### config.mk
export PLATFORM = sky130hd
export DESIGN_NAME = sequenciador_palavra_flat
export DESIGN_NICKNAME = d
export VERILOG_FILES = /design/src/rtl/sequenciador_palavra_if.sv /design/src/rtl/sequenciador_palavra.sv /design/src/flat_wrapper.sv
export SDC_FILE = /design/constraint.sdc
export NUM_CORES = 1
export LEC_CHECK = 0
export CAP_MARGIN = 15
export CORE_ASPECT_RATIO = 0.8
export CORE_MARGIN = 10
export CORE_UTILIZATION = 47
export CTS_CLUSTER_SIZE = 30
export DETAILED_ROUTE_END_ITERATION = 8
export PLACE_DENSITY_LB_ADDON = 0.05
export SLEW_MARGIN = 40
export SYNTH_ARGS = -nofsm -noshare
export SYNTH_HDL_FRONTEND = slang
export SYNTH_SLANG_ARGS = --single-unit
### constraint.sdc
create_clock -name clk -period 2.6 [get_ports clk]
set_input_delay 0.39 -clock clk [delete_from_list [all_inputs] [get_ports clk]]
set_output_delay 0.39 -clock clk [all_outputs]
set_load 0.02 [all_outputs]
### src/rtl/sequenciador_palavra_if.sv
// Bus between the word sequencer and its environment (switches/buttons on one
// side, note-word classifier and display logic on the other).
//   master : drives switch notes, buttons and classifier responses (bench/top)
//   slave  : the sequencer itself
interface sequenciador_palavra_if;
  logic [3:0] nota_in;     // {tom,a,b,c} from switches
  logic       enviar;      // capture button, level
  logic       abortar;     // cancel current word, level
  logic [3:0] nota_out;    // note presented to classifier
  logic       nota_valid;  // one-cycle strobe
  logic       fim_in;      // classifier end-of-word flag
  logic [1:0] tipo_in;     // classifier word type
  logic [1:0] tipo_out;    // latched type of last completed word
  logic       palavra_ok;  // pulse when tipo_out updates
  logic       ocupado;     // busy (not collecting)
  logic [3:0] contagem;    // notes currently stored
  logic       erro_cheio;  // sticky overflow
  logic       erro_tempo;  // sticky classifier timeout

  modport master (
    output nota_in, enviar, abortar, fim_in, tipo_in,
    input  nota_out, nota_valid, tipo_out, palavra_ok, ocupado, contagem,
           erro_cheio, erro_tempo
  );

  modport slave (
    input  nota_in, enviar, abortar, fim_in, tipo_in,
    output nota_out, nota_valid, tipo_out, palavra_ok, ocupado, contagem,
           erro_cheio, erro_tempo
  );
endinterface

### src/rtl/sequenciador_palavra.sv
// Word sequencer: collects notes one button press at a time, and when the
// terminator (a,b,c == 000) arrives replays the whole word to the classifier,
// one note every GAP+1 cycles, then waits for the classifier's end flag and
// latches the word type.
// Ports:
//   clk   : clock, everything on posedge
//   Reset : synchronous, active-high
//   sp    : sequenciador_palavra_if.slave (notes, buttons, classifier, status)
module sequenciador_palavra #(
  parameter int DEPTH   = 8,   // entries including terminator (2..16)
  parameter int GAP     = 2,   // idle cycles after each issued note (1..7)
  parameter int TIMEOUT = 64   // max cycles waiting for fim_in (>=4)
) (
  input  logic                  clk,
  input  logic                  Reset,
  sequenciador_palavra_if.slave sp
);

  localparam int PW = $clog2(DEPTH);
  localparam int TW = $clog2(TIMEOUT);

  typedef enum logic [1:0] {COLETA, EMITE, PAUSA, ESPERA} estado_t;

  estado_t       estado, prox;
  logic [3:0]    mem [DEPTH];
  logic [PW-1:0] rd_ptr;
  logic [2:0]    gap_cnt;
  logic [TW-1:0] t_cnt;
  logic [3:0]    contagem;
  logic [3:0]    nota_out;
  logic          nota_valid, palavra_ok, erro_cheio, erro_tempo, enviar_q;
  logic [1:0]    tipo_out;

  logic press, term_in, cur_term, gap_done, t_done, drop, wr_en;

  always_comb begin
    press    = sp.enviar & ~enviar_q;
    term_in  = (sp.nota_in[2:0] == 3'b000);
    cur_term = (mem[rd_ptr][2:0] == 3'b000);
    gap_done = (gap_cnt == 3'(GAP - 1));
    t_done   = (t_cnt == TW'(TIMEOUT - 1));
    // A letter is refused when storing it would leave the buffer with only
    // the terminator slot plus nothing to spare (count would reach DEPTH-1).
    drop     = ~term_in & (contagem == 4'(DEPTH - 2));
    wr_en    = (estado == COLETA) & ~sp.abortar & press & ~drop;
  end

  // Next-state logic; abortar overrides everything else.
  always_comb begin
    prox = estado;
    if (sp.abortar) prox = COLETA;
    else begin
      case (estado)
        COLETA: if (press && term_in) prox = EMITE;
        EMITE:  prox = PAUSA;
        PAUSA:  if (gap_done) prox = cur_term ? ESPERA : EMITE;
        ESPERA: if (sp.fim_in || t_done) prox = COLETA;
        default: prox = COLETA;
      endcase
    end
  end

  always_ff @(posedge clk) begin
    if (Reset) estado <= COLETA;
    else       estado <= prox;
  end

  // Buffer storage needs no reset: contagem/rd_ptr define what is valid.
  always_ff @(posedge clk) begin
    if (wr_en) mem[contagem[PW-1:0]] <= sp.nota_in;
  end

  always_ff @(posedge clk) begin
    if (Reset) begin
      enviar_q   <= 1'b0;
      rd_ptr     <= '0;
      gap_cnt    <= '0;
      t_cnt      <= '0;
      contagem   <= '0;
      nota_out   <= '0;
      nota_valid <= 1'b0;
      palavra_ok <= 1'b0;
      tipo_out   <= '0;
      erro_cheio <= 1'b0;
      erro_tempo <= 1'b0;
    end else begin
      enviar_q   <= sp.enviar;
      nota_valid <= 1'b0;
      palavra_ok <= 1'b0;
      if (sp.abortar) begin
        contagem <= '0;
        rd_ptr   <= '0;
        gap_cnt  <= '0;
        t_cnt    <= '0;
      end else begin
        case (estado)
          COLETA: if (press) begin
            erro_cheio <= 1'b0;
            erro_tempo <= 1'b0;
            if (drop) begin
              contagem   <= '0;
              erro_cheio <= 1'b1;
            end else begin
              contagem <= contagem + 4'd1;
              rd_ptr   <= '0;
            end
          end
          EMITE: begin
            nota_out   <= mem[rd_ptr];
            nota_valid <= 1'b1;
            gap_cnt    <= '0;
          end
          PAUSA: begin
            if (gap_done) begin
              if (cur_term) t_cnt  <= '0;
              else          rd_ptr <= rd_ptr + 1'b1;
            end else begin
              gap_cnt <= gap_cnt + 3'd1;
            end
          end
          ESPERA: begin
            if (sp.fim_in) begin
              tipo_out   <= sp.tipo_in;
              palavra_ok <= 1'b1;
              contagem   <= '0;
              rd_ptr     <= '0;
            end else if (t_done) begin
              erro_tempo <= 1'b1;
              contagem   <= '0;
              rd_ptr     <= '0;
            end else begin
              t_cnt <= t_cnt + 1'b1;
            end
          end
          default: ;
        endcase
      end
    end
  end

  assign sp.nota_out   = nota_out;
  assign sp.nota_valid = nota_valid;
  assign sp.tipo_out   = tipo_out;
  assign sp.palavra_ok = palavra_ok;
  assign sp.ocupado    = (estado != COLETA);
  assign sp.contagem   = contagem;
  assign sp.erro_cheio = erro_cheio;
  assign sp.erro_tempo = erro_tempo;

endmodule

### src/flat_wrapper.sv
// flat-port wrapper written by rule: the top's interface ports become plain ports
module sequenciador_palavra_flat 
#(
  parameter int DEPTH   = 8,                                          
  parameter int GAP     = 2,                                               
  parameter int TIMEOUT = 64                                         
)
  (clk, Reset, sp_nota_in, sp_enviar, sp_abortar, sp_fim_in, sp_tipo_in, sp_nota_out, sp_nota_valid, sp_tipo_out, sp_palavra_ok, sp_ocupado, sp_contagem, sp_erro_cheio, sp_erro_tempo);
  sequenciador_palavra_if sp_i ();
  input  logic clk;
  input  logic Reset;
  input wire logic [$bits(sp_i.nota_in)-1:0] sp_nota_in;
  input wire logic [$bits(sp_i.enviar)-1:0] sp_enviar;
  input wire logic [$bits(sp_i.abortar)-1:0] sp_abortar;
  input wire logic [$bits(sp_i.fim_in)-1:0] sp_fim_in;
  input wire logic [$bits(sp_i.tipo_in)-1:0] sp_tipo_in;
  output wire logic [$bits(sp_i.nota_out)-1:0] sp_nota_out;
  output wire logic [$bits(sp_i.nota_valid)-1:0] sp_nota_valid;
  output wire logic [$bits(sp_i.tipo_out)-1:0] sp_tipo_out;
  output wire logic [$bits(sp_i.palavra_ok)-1:0] sp_palavra_ok;
  output wire logic [$bits(sp_i.ocupado)-1:0] sp_ocupado;
  output wire logic [$bits(sp_i.contagem)-1:0] sp_contagem;
  output wire logic [$bits(sp_i.erro_cheio)-1:0] sp_erro_cheio;
  output wire logic [$bits(sp_i.erro_tempo)-1:0] sp_erro_tempo;
  assign sp_i.nota_in = sp_nota_in;
  assign sp_i.enviar = sp_enviar;
  assign sp_i.abortar = sp_abortar;
  assign sp_i.fim_in = sp_fim_in;
  assign sp_i.tipo_in = sp_tipo_in;
  assign sp_nota_out = sp_i.nota_out;
  assign sp_nota_valid = sp_i.nota_valid;
  assign sp_tipo_out = sp_i.tipo_out;
  assign sp_palavra_ok = sp_i.palavra_ok;
  assign sp_ocupado = sp_i.ocupado;
  assign sp_contagem = sp_i.contagem;
  assign sp_erro_cheio = sp_i.erro_cheio;
  assign sp_erro_tempo = sp_i.erro_tempo;
  sequenciador_palavra #(.DEPTH(DEPTH), .GAP(GAP), .TIMEOUT(TIMEOUT)) u_core (.clk(clk), .Reset(Reset), .sp(sp_i));
endmodule
* Yosys cells after proc, flatten, opt, wreduce, memory -nomap -nowiden *
Memories as Yosys holds them, arrays and structs flattened. A register that Yosys moved wholly into a read port is not among the register bits.
Index checks and enable logic that the tools add are counted.

word-level totals
  bits in registers = 29
  bits in latches = 0
  RAM bits = 32
  bits in read-only memories = 0
  input bits = 11
  word-level logic and storage cells = 101
  memories = 1

memories
  name        words  bits a word  read ports  clocked after Yosys merged registers in  wr ports  line                        text
  u_core.mem  8      4            1           1                                        1         sequenciador_palavra.sv:25  logic [3:0] mem [DEPTH];

cells by class
  add/sub/neg operators = 4
  multiply operators = 0
  divide/modulo/power cells = 0
  magnitude comparators = 0
  eq/ne operators = 18
  shift-type cells = 0
  mux-type cells = 35
  bitwise operators = 10
  reduce and logical (&&, ||, !) cells = 21

operators with widths
  operator             number
  $mux 3               9
  $mux 6               4
  $mux 4               4
  $ne 2x2->1 const B   6
  $pmux 6 s2           1
  $reduce_and 3->1     4
  $ne 2x1->1 const B   5
  $reduce_and 5->1     2
  $pmux 3 s3           1
  $mux 1               8
  $mux 2               4
  $pmux 2 s4           1
  $pmux 4 s2           1
  $reduce_bool 2->1    4
  $add 3x1->3 const B  2
  $add 6x1->6 const B  1
  $eq 6x6->1 const B   1
  $logic_not 3->1      2
  $pmux 3 s2           1
  $reduce_and 6->1     1
  $and 1x1->1          5
  $not 1->1            5
  $add 4x1->4 const B  1
  $eq 2x2->1 const B   2
  other kinds (12)     13

* Logic depth before layout (Yosys ltp) *
  word-level depth = 8
  depth in mapped cells = 8

* Least setup slack after synthesis *
Ideal clock, no wire load.

  path kind = flip-flop to flip-flop
  from = reg u_core.contagem[0], in the netlist u_core.sp.contagem[0]
  to = mem u_core.mem[3][0], enable pin
  library setup time = 367 ps
  arrival = 1890 ps
  setup slack = 343 ps
  cell stages (with the launch flop) = 9
  buffers on the path = 1
  clock period less this slack = 2257 ps
  path through = dfxtp_1 > inv_1 > ha_1 > nor2b_1 > and3_1 > clkbuf_1 > nor2_1 > nand2_1 > nor3b_1

between the ends
  longest elaborated chain between the ends = 6

ends and longest elaborated chain
  element                       line                         text
  from (decl)                   sequenciador_palavra.sv:29   logic [3:0] contagem;
  from (signal assigned)        sequenciador_palavra.sv:104  contagem <= contagem + 4'd1;
  $eq 4x3->1                    sequenciador_palavra.sv:44   drop = ~term_in & (contagem == 4'(DEPTH - 2));
  $and 1x1->1                   sequenciador_palavra.sv:44
  $not 1->1                     sequenciador_palavra.sv:45   wr_en = (estado == COLETA) & ~sp.abortar & press & ~drop;
  $and 1x1->1                   sequenciador_palavra.sv:45
  $mux 1                        sequenciador_palavra.sv:70   if (wr_en) mem[contagem[PW-1:0]] <= sp.nota_in;
  $mux 1 (implied by the code)  sequenciador_palavra.sv:70
  to (decl)                     sequenciador_palavra.sv:25

Several ways; a longest one is shown, not always the timed one.

* Worst setup path in the final report *
  from = reg u_core.estado[0]
  to = out sp_ocupado

between the ends
  longest elaborated chain between the ends = 1

ends and longest elaborated chain
  element                 line                         text
  from (decl)             sequenciador_palavra.sv:24   estado_t estado, prox;
  from (signal assigned)  sequenciador_palavra.sv:65   else estado <= prox;
  $reduce_bool 2->1       sequenciador_palavra.sv:145  assign sp.ocupado = (estado != COLETA);
  to (decl)               flat_wrapper.sv:21           output wire logic [$bits(sp_i.ocupado)-1:0] sp_ocupado;

No other way between the ends.

==> impl_metrics.csv <==
group,metric,value,unit
route,via_per_inst,5.54,
route,drt_wl_total,6280,um
route,first_pass_iters,4,
yosys,yosysWarnings,0,
clocking,cts_buffers,9,
placed_design,io_buffers,25,
clocking,worstSkewPairLatency,340,ps
yosys,synth_cell_type_count,40,
sta,finalMaxSlewViolations,0,
die,coreArea,5940,um^2
global_route,grt_pass1_wl,10500,um
power_and_ir_drop,leakagePower,1.20,nW
sta,fmax,454,MHz
clocking,clock-sinks,64,
final_layout,fillCellCount,501,
worst_hold_path,worstHoldPathType,"register to register",
route,wl_per_cell,16.7,um
route,drc,0,
clocking,post_cts_buffers,0,
worst_hold_path,holdPathEnd,"u_core.sp.tipo_out[1]",
sta,hold_viol,0,
yosys,syn_avg_cell_area,11.6,um^2
die,dieHeight,90.1,um
worst_setup_path,crit_type,"register to primary output",
worst_setup_path,ff2ff_setup_slack,410,ps
final_layout,diodes,0,
worst_setup_path,arrival,1810,ps
final_layout,nets,313,
worst_setup_path,ff2ff_path_depth,6,
die,fp.dieW,108,um
status,status,"completed",
placed_design,gp_congestion,0.823,
sta,tightest_slew,553,ps
sta,slew_headroom,63.1,%
worst_setup_path,worst_setup_path_end_kind,"primary output",
global_route,antenna_found_initial,0,
final_layout,finalNonFillerCells,377,
final_layout,multi_input_area,1200,um^2
global_route,grt.overflow.total,0,
yosys,netlist_area,2890,um^2
yosys,synth_ff_type,"edfxtp_1",
yosys,synth-edff-count,32,
route,vias,2089,
yosys,synth.net_count,271,
die,dieArea,9690,um^2
sta,setup_viol,0,
clocking,cts_tree,"done",
yosys,yosysSeqAreaShare,55.5,%
worst_hold_path,hp-start,"u_core.sp.tipo_out[1]",
global_route,track_usage,13.6,%
worst_setup_path,start_kind,"register",
final_layout,syn_to_final_growth,21.7,%
worst_setup_path,cp_max_fo,5,
clocking,ctsLongestPathBuffers,2,
final_layout,post-route-util,59.1,%
yosys,async_flop_share,0,%
yosys,synth-seq-cells,64,
die,ios,26,
sta,finClkSkew,8.19,ps
global_route,grt_pass1_vias,1981,
sta,tns,0,ps
run,drv_cap,0,
final_layout,regArea,1600,um^2
clocking,path_clk_slew,80,ps
power_and_ir_drop,peakVddDrop,497,uV
die,rows,25,
placed_design,dp.final_hpwl,4690,um
sta,fin_ws,396,ps
clocking,root_buffer,"clkbuf_8",
worst_setup_path,r2r_end,"u_core.t_cnt[2]",
clocking,cts-htree-levels,3,
sta,rsz0062_at_grt,"no",
die,start_util,48.5,%
global_route,grt_max_degree,18,
final_layout,drive_above_1_share,15.9,%
yosys,synthCells,249,
worst_setup_path,crit_required,2210,ps
placed_design,dp_slack,112,ps
final_layout,final_cell_mix,"dfxtp_1, edfxtp_1, clkdlybuf4s50_1",
route,postRouteAntennaNets,0,
worst_hold_path,worstHoldPathCells,2,
power_and_ir_drop,p_per_area,571,nW/um^2
placed_design,numPlacedInstances,361,
route,drt_iter0_drc,130,
sta,post-route-period-util,84.8,%
sta,min_period,2200,ps
## per-stage QoR
stage / hold slack [ps] / total power [mW] / area [um^2]
after floorplan: 467 / 1.13 / 2890
after global placement: 466 / 1.18 / 3320
after detailed placement: 467 / 1.18 / 3320
after CTS: 478 / 2.02 / 3510
after global routing: 505 / 2.08 / 3510
final: 481 / 2.00 / 3510
## cells in the mapped netlist, types with 5 or more instances
master	count	area share (%)
a211oi_1	5	1.3
a21oi_1	12	2.1
clkbuf_1	10	1.3
dfxtp_1	32	22
edfxtp_1	32	33
ha_1	11	4.8
inv_1	10	1.3
mux4_2	8	6.2
nand2_1	17	2.2
nand3_1	11	1.9
nor2_1	24	3.1
nor2b_1	5	1.1
nor3_1	8	1.4
o21ai_0	8	1.4
## per-layer routing
layer | track usage (%) | part of all wire, % | wire, um
met1 | 19.3 | 50 | 3150
met2 | 18.4 | 42 | 2630
met3 | 5.78 | 7.3 | 461
met4 | 3.44 | 0.70 | 44
met5 | 0 | 0 | 0
## critical path: stages (launching register included)
cell             delay, ps
dfxtp_1                400
inv_1                  110
ha_1                   270
inv_1                   90
clkdlybuf4s50_1        600
## cells by family (layout without fill, tap and decap cells)
kind of cell	after synthesis	count (layout)	synth area share [%]
buffers and inverters	21	68	2.99
adder cells (fa/ha/maj)	11	11	4.77
AO/OA/AOI/OAI	49	49	11.1
multiplexers	15	15	9.97
flip-flops	64	64	55.5
AND/OR/NAND/NOR	89	89	15.6
## what timing repair did
action | 4_1_cts | 5_1_grt
endpoints found under the setup margin | 0 | 1
gates resized for setup | 0 | 1
hold buffers | 0 | 0
## worst max-delay path by stage
| stage | cells past startpoint | to | from |
|---|---|---|---|
| 2_1_floorplan | 8 | u_core.mem[3][0] | u_core.sp.contagem[0] |
| 3_3_place_gp | 6 | u_core.sp.contagem[3] | sp_nota_in[1] |
| 3_5_place_dp | 6 | u_core.sp.contagem[3] | sp_nota_in[1] |
| 4_1_cts | 6 | u_core.t_cnt[2] | u_core.gap_cnt[0] |
| 5_1_grt | 6 | u_core.t_cnt[2] | u_core.estado[0] |
| 6_report | 4 | sp_ocupado | u_core.estado[0] |
## registers in the layout, summed over array words and instances (netlist names), named ones only
name and cells:
u_core.sp.contagem 4, u_core.mem 32, u_core.sp.palavra_ok 1, u_core.rd_ptr 3
u_core.sp.tipo_out 2, u_core.sp.nota_valid 1, u_core.sp.erro_cheio 1, u_core.enviar_q 1
u_core.estado 2, u_core.sp.nota_out 4, u_core.sp.erro_tempo 1, u_core.gap_cnt 3
u_core.t_cnt 6
## cell type report
cell class,instances,share of cell area (%)
sequential,64,45.6
multi-input combinational,164,34.1
timing repair buffer,42,10.8
clock buffer,9,3.53
tap,81,2.89
clock inverter,7,2.03
inverter,10,1.07
## where the power goes
group	total, mW	internal, mW	switching, mW
registers	1.07	1.06	0.00293
logic	0.0925	0.0412	0.0513
clock network	0.845	0.442	0.403
total	2.00	1.55	0.457
(Power assumes the default switching activity.)
